==> config.mk <==
export PLATFORM = sky130hd
export DESIGN_NAME = axis_spi_master
export DESIGN_NICKNAME = d
export VERILOG_FILES = /design/src/rtl/axis_spi_master.sv
export SDC_FILE = /design/constraint.sdc
export NUM_CORES = 1
export LEC_CHECK = 0
export ABC_AREA = 0
export BUFFER_PORTS_ARGS = -buffer_cell sky130_fd_sc_hd__buf_2
export CAP_MARGIN = 30
export CORE_MARGIN = 4
export CORE_UTILIZATION = 50
export CTS_CLUSTER_DIAMETER = 200
export DETAILED_ROUTE_END_ITERATION = 12
export PLACE_DENSITY_LB_ADDON = 0.12
export SETUP_SLACK_MARGIN = 0.1
export SYNTH_ARGS = -nofsm -noshare
export SYNTH_HDL_FRONTEND = slang
export SYNTH_SLANG_ARGS = --single-unit
==> constraint.sdc <==
create_clock -name aclk -period 2.11 [get_ports aclk]
set_input_delay 0.3165 -clock aclk [delete_from_list [all_inputs] [get_ports aclk]]
set_output_delay 0.3165 -clock aclk [all_outputs]
set_load 0.05 [all_outputs]
==> src/rtl/axis_spi_master.sv <==
// AXI-Stream to SPI master: shifts tx words out MSB first on IO0 and returns the word captured on IO1.
// SCK idles low; both ends drive on SCK rise and sample on SCK fall; SS frames a burst ending on tlast.
module axis_spi_master #(
   parameter int unsigned C_DATA_WIDTH = 8,
   parameter int unsigned C_CLK_DIV    = 4
) (
   input  logic                    aclk,
   input  logic                    aresetn,
   input  logic [C_DATA_WIDTH-1:0] s_axis_tx_tdata,
   input  logic                    s_axis_tx_tlast,
   input  logic                    s_axis_tx_tvalid,
   output logic                    s_axis_tx_tready,
   output logic [C_DATA_WIDTH-1:0] m_axis_rx_tdata,
   output logic                    m_axis_rx_tvalid,
   input  logic                    m_axis_rx_tready,
   output logic                    SS_O,
   output logic                    SS_T,
   output logic                    SCK_O,
   output logic                    SCK_T,
   output logic                    IO0_O,
   output logic                    IO0_T,
   input  logic                    IO1_I,
   output logic                    busy
);
   localparam int unsigned CW = $clog2(2 * C_CLK_DIV);
   localparam int unsigned BW = $clog2(C_DATA_WIDTH + 1);

   typedef enum logic [2:0] {
      S_IDLE, S_SETUP, S_HIGH, S_LOW, S_WAIT, S_HOLD, S_GAP
   } state_t;

   state_t                  state, state_nxt;
   logic [CW-1:0]           phase_cnt;
   logic [BW-1:0]           bit_cnt;
   logic [C_DATA_WIDTH-1:0] tx_sr, rx_sr, tx_word;
   logic                    last_q, miso_s1, miso_s2;
   logic                    tx_fire, phase_done, gap_done, word_done;

   assign SS_T  = 1'b0;
   assign SCK_T = 1'b0;
   assign IO0_T = 1'b0;
   assign busy  = (state != S_IDLE);

   // No new word may start while an rx beat is still pending.
   assign s_axis_tx_tready = aresetn && (state == S_IDLE || state == S_WAIT) && !m_axis_rx_tvalid;
   assign tx_fire    = s_axis_tx_tvalid && s_axis_tx_tready;
   assign phase_done = (phase_cnt == CW'(C_CLK_DIV - 1));
   assign gap_done   = (phase_cnt == CW'(2 * C_CLK_DIV - 1));
   assign word_done  = (bit_cnt == BW'(C_DATA_WIDTH - 1));
   // A handshake in S_WAIT enters S_HIGH on the same edge, so the MSB must come straight from tdata.
   assign tx_word    = tx_fire ? s_axis_tx_tdata : tx_sr;

   always_ff @(posedge aclk) begin
      if (!aresetn) state <= S_IDLE;
      else          state <= state_nxt;
   end

   always_comb begin
      state_nxt = state;
      case (state)
         S_IDLE:  if (tx_fire)    state_nxt = S_SETUP;
         S_SETUP: if (phase_done) state_nxt = S_HIGH;
         S_HIGH:  if (phase_done) state_nxt = S_LOW;
         S_LOW:   if (phase_done) state_nxt = !word_done ? S_HIGH : (last_q ? S_HOLD : S_WAIT);
         S_WAIT:  if (tx_fire)    state_nxt = S_HIGH;
         S_HOLD:  if (phase_done) state_nxt = S_GAP;
         S_GAP:   if (gap_done)   state_nxt = S_IDLE;
         default: state_nxt = S_IDLE;
      endcase
   end

   always_comb begin
      SS_O  = 1'b0;
      SCK_O = 1'b0;
      case (state)
         S_IDLE, S_GAP: SS_O  = 1'b1;
         S_HIGH:        SCK_O = 1'b1;
         default:       ;
      endcase
   end

   always_ff @(posedge aclk) begin
      if (!aresetn) begin
         phase_cnt        <= '0;
         bit_cnt          <= '0;
         tx_sr            <= '0;
         rx_sr            <= '0;
         last_q           <= 1'b0;
         miso_s1          <= 1'b0;
         miso_s2          <= 1'b0;
         IO0_O            <= 1'b0;
         m_axis_rx_tdata  <= '0;
         m_axis_rx_tvalid <= 1'b0;
      end else begin
         miso_s1 <= IO1_I;
         miso_s2 <= miso_s1;

         if (state_nxt != state || state == S_IDLE || state == S_WAIT) phase_cnt <= '0;
         else                                                          phase_cnt <= phase_cnt + 1'b1;

         if (tx_fire) begin
            last_q  <= s_axis_tx_tlast;
            bit_cnt <= '0;
         end

         if (state_nxt == S_HIGH && state != S_HIGH) begin
            IO0_O <= tx_word[C_DATA_WIDTH-1];
            tx_sr <= {tx_word[C_DATA_WIDTH-2:0], 1'b0};
         end else if (tx_fire) begin
            tx_sr <= s_axis_tx_tdata;
         end

         if (state_nxt == S_LOW && state != S_LOW)
            rx_sr <= {rx_sr[C_DATA_WIDTH-2:0], miso_s2};

         if (m_axis_rx_tvalid && m_axis_rx_tready) m_axis_rx_tvalid <= 1'b0;

         if (state == S_LOW && phase_done) begin
            bit_cnt <= bit_cnt + 1'b1;
            if (word_done) begin
               m_axis_rx_tdata  <= rx_sr;
               m_axis_rx_tvalid <= 1'b1;
            end
         end
      end
   end
endmodule
==> flow_summary.json <==
{
  "ir_drop_mv": 0.397,
  "crit-reg2reg-launch": "phase_cnt[0]",
  "synthArstFlopShare": 0,
  "wl_per_cell_um": 13.1,
  "fmax_mhz": 513,
  "worstSetupStartpointType": "flip-flop",
  "critical_path_class": "flip-flop to flip-flop",
  "cts_tree": "done",
  "die_w_um": 68.5,
  "diodes": 0,
  "min_path_cells": 2,
  "rsz0062_at_grt": "false",
  "route.detailed.drc": 0,
  "worstReg2RegEnd": "tx_sr[1]",
  "globalplace.congestion": 0.784,
  "dpl.hpwl_mm": 2.51,
  "drv_cap": 0,
  "die-area_sq_um": 4700,
  "netlist_area_sq_um": 1830,
  "layout-drive-gt1-share": 0.290,
  "p_leak_uw": 0.000893,
  "numCtsBuffers": 5,
  "grt_pass1_vias": 1405,
  "viasPerCell": 5.18,
  "hold_viol": 0,
  "final_max_slew_viol_count": 0,
  "portBuffers": 27,
  "clockBufferDepth": 2,
  "overflow": 0,
  "fin_skew_ns": 0.00402,
  "synth_area_per_cell_sq_um": 8.85,
  "area_growth_pct": 19.0,
  "r2r_cells": 7,
  "antenna_found_initial": 0,
  "antenna_left": 0,
  "num_vias": 1472,
  "cts_setup_buffers": 0,
  "grt_use_total": 0.176,
  "root_buffer": "clkbuf_8",
  "start_util": 0.532,
  "final_area_sq_um": 2180,
  "grt_max_degree": 39,
  "wl_mm": 3.73,
  "synth_area_leaders": "dfxtp_1 (43%), nand2_1 (8.4%), mux2_4 (6.6%), a21boi_1 (4.5%), mux2i_1 (4.4%)",
  "placed_cell_area_sq_um": 2020,
  "min_period_ns": 1.95,
  "synth_top_area_frac": 0.426,
  "end_kind": "flip-flop",
  "synthDistinctLibCells": 34,
  "rows": 21,
  "ys.flop_type": "dfxtp_1",
  "min_from": "IO1_I",
  "ctsHoldBuffers": 0,
  "synth_cells": 207,
  "cp.required_ns": 2.29,
  "worstSkewPairLatency_ns": 0.29,
  "min_to": "miso_s1",
  "synth_edf_count": 0,
  "placed_cells": 276,
  "clock_sinks": 39,
  "layout_commonest_cell": "nand2_1",
  "final_cell_mix": "nand2_1 (41), dfxtp_1 (35), buf_2 (27), nor2_1 (14), nor2b_1 (12)",
  "instances_no_fill": 284,
  "ioPinCount": 31,
  "crit_fanout": 5,
  "drt_iter0_markers": 84,
  "hold_path.class": "input pin to flip-flop",
  "fillers": 317,
  "synth_area_leader_cell": "dfxtp_1",
  "fin_crit_sh": 0.924,
  "die_height_um": 68.5,
  "r2r_slack_ns": 0.16,
  "setup_violations": 0,
  "synth-seq-area-share": 0.426,
  "final_util": 0.633,
  "core_sq_um": 3440,
  "outcome": "finished, final reports clean",
  "first_pass_iters": 4,
  "grt_pass1_wl_mm": 6.17,
  "htreeDepth": 2,
  "clkTransAtPathRegs_ns": 0.07,
  "arrival_ns": 2.13,
  "p_per_area_nw_per_um2": 636,
  "nNetsFinal": 256,
  "synth.yosys.warnings": 0,
  "synth-seq-cells": 39
}
==> worst max path at each step <==
stage	startpoint	endpoint	slack [ns]	cells past startpoint
floorplan	state[1]	SCK_O	0.11	3
global placement	phase_cnt[0]	tx_sr[7]	0.05	7
detailed placement	phase_cnt[0]	tx_sr[1]	-0.04	7
CTS	phase_cnt[0]	tx_sr[1]	0.10	7
global route	phase_cnt[0]	tx_sr[1]	0.05	6
finish	phase_cnt[0]	tx_sr[1]	0.16	7
==> flip-flops by register name (all words and copies together) (netlist names) <==
| register | count |
|---|---|
| IO0_O | 1 |
| phase_cnt | 3 |
| m_axis_rx_tdata | 8 |
| state | 3 |
| miso_s2 | 1 |
| bit_cnt | 4 |
| last_q | 1 |
| rx_sr | 8 |
| miso_s1 | 1 |
| tx_sr | 8 |
| m_axis_rx_tvalid | 1 |
==> layer usage <==
metal | global-route usage | vias up | wire length (um)
met3 | 0.0583 | 6 | 146
met2 | 0.282 | 26 | 1790
met1 | 0.221 | 689 | 1750
li1 | - | 751 | -
met4 | 0.0571 | 0 | 42
met5 | 0 | - | 0
==> synth_stat cells (3+ instances only) <==
library cell / instances
nor2_1: 14
a21boi_0: 8
mux2i_1: 8
nor3_1: 6
a21oi_1: 4
ha_1: 4
inv_2: 3
buf_4: 3
clkbuf_1: 7
a21boi_1: 11
and2_1: 6
o21ai_0: 4
nor2b_1: 12
mux2_4: 8
nand2_1: 41
nand3_1: 3
dfxtp_1: 39
==> final cells by class <==
type	count	area [sq um]	area share
Multi-Input combinational cell	152	1030	0.475
Sequential cell	39	786	0.361
Timing Repair Buffer	35	195	0.0896
Clock buffer	6	82.6	0.0379
Tap cell	46	57.6	0.0264
Inverter	5	18.8	0.00861
Clock inverter	1	5.00	0.00230
==> worst max-delay path, stage by stage (launching register included) <==
cell and delay, ns:
dfxtp_2 0.35, ha_4 0.15, ha_4 0.12, nor2_1 0.05, a21o_1 0.17, a221o_1 0.36, a211o_4 0.34, mux2_4 0.31
==> power breakdown <==
part	switching, uW	total (uW)	internal, uW
Clock	249	505	256
Combinational	76.5	125	48.7
Sequential	7.29	756	749
==> kinds of logic after synthesis <==
kind of cell               count (synthesis)  synth area share
other                                      1           0.00205
adders and majority gates                  4            0.0273
and+or+nand+nor                           90             0.236
muxes                                     16             0.109
AOI/OAI and AO/OA                         38             0.144
DFF                                       39             0.426
buffers and inverters                     19            0.0546
==> what timing repair did <==
action                                  CTS  global route
gates resized for setup                   9             4
gates cloned                              1             0
endpoints found under the setup margin    9             8
pin swaps                                 4             3
==> metrics by stage <==
step                setup TNS, ns  setup slack [ns]  hold WS (ns)  power [uW]
floorplan                       0             0.113         0.399         865
global placement                0            0.0493         0.405         890
detailed placement         -0.300           -0.0416         0.425         894
CTS                             0             0.103         0.228        1400
global route                    0            0.0526         0.247        1440
finish                          0             0.161         0.227        1390
No activity file was read; power rests on OpenSTA's default activity.
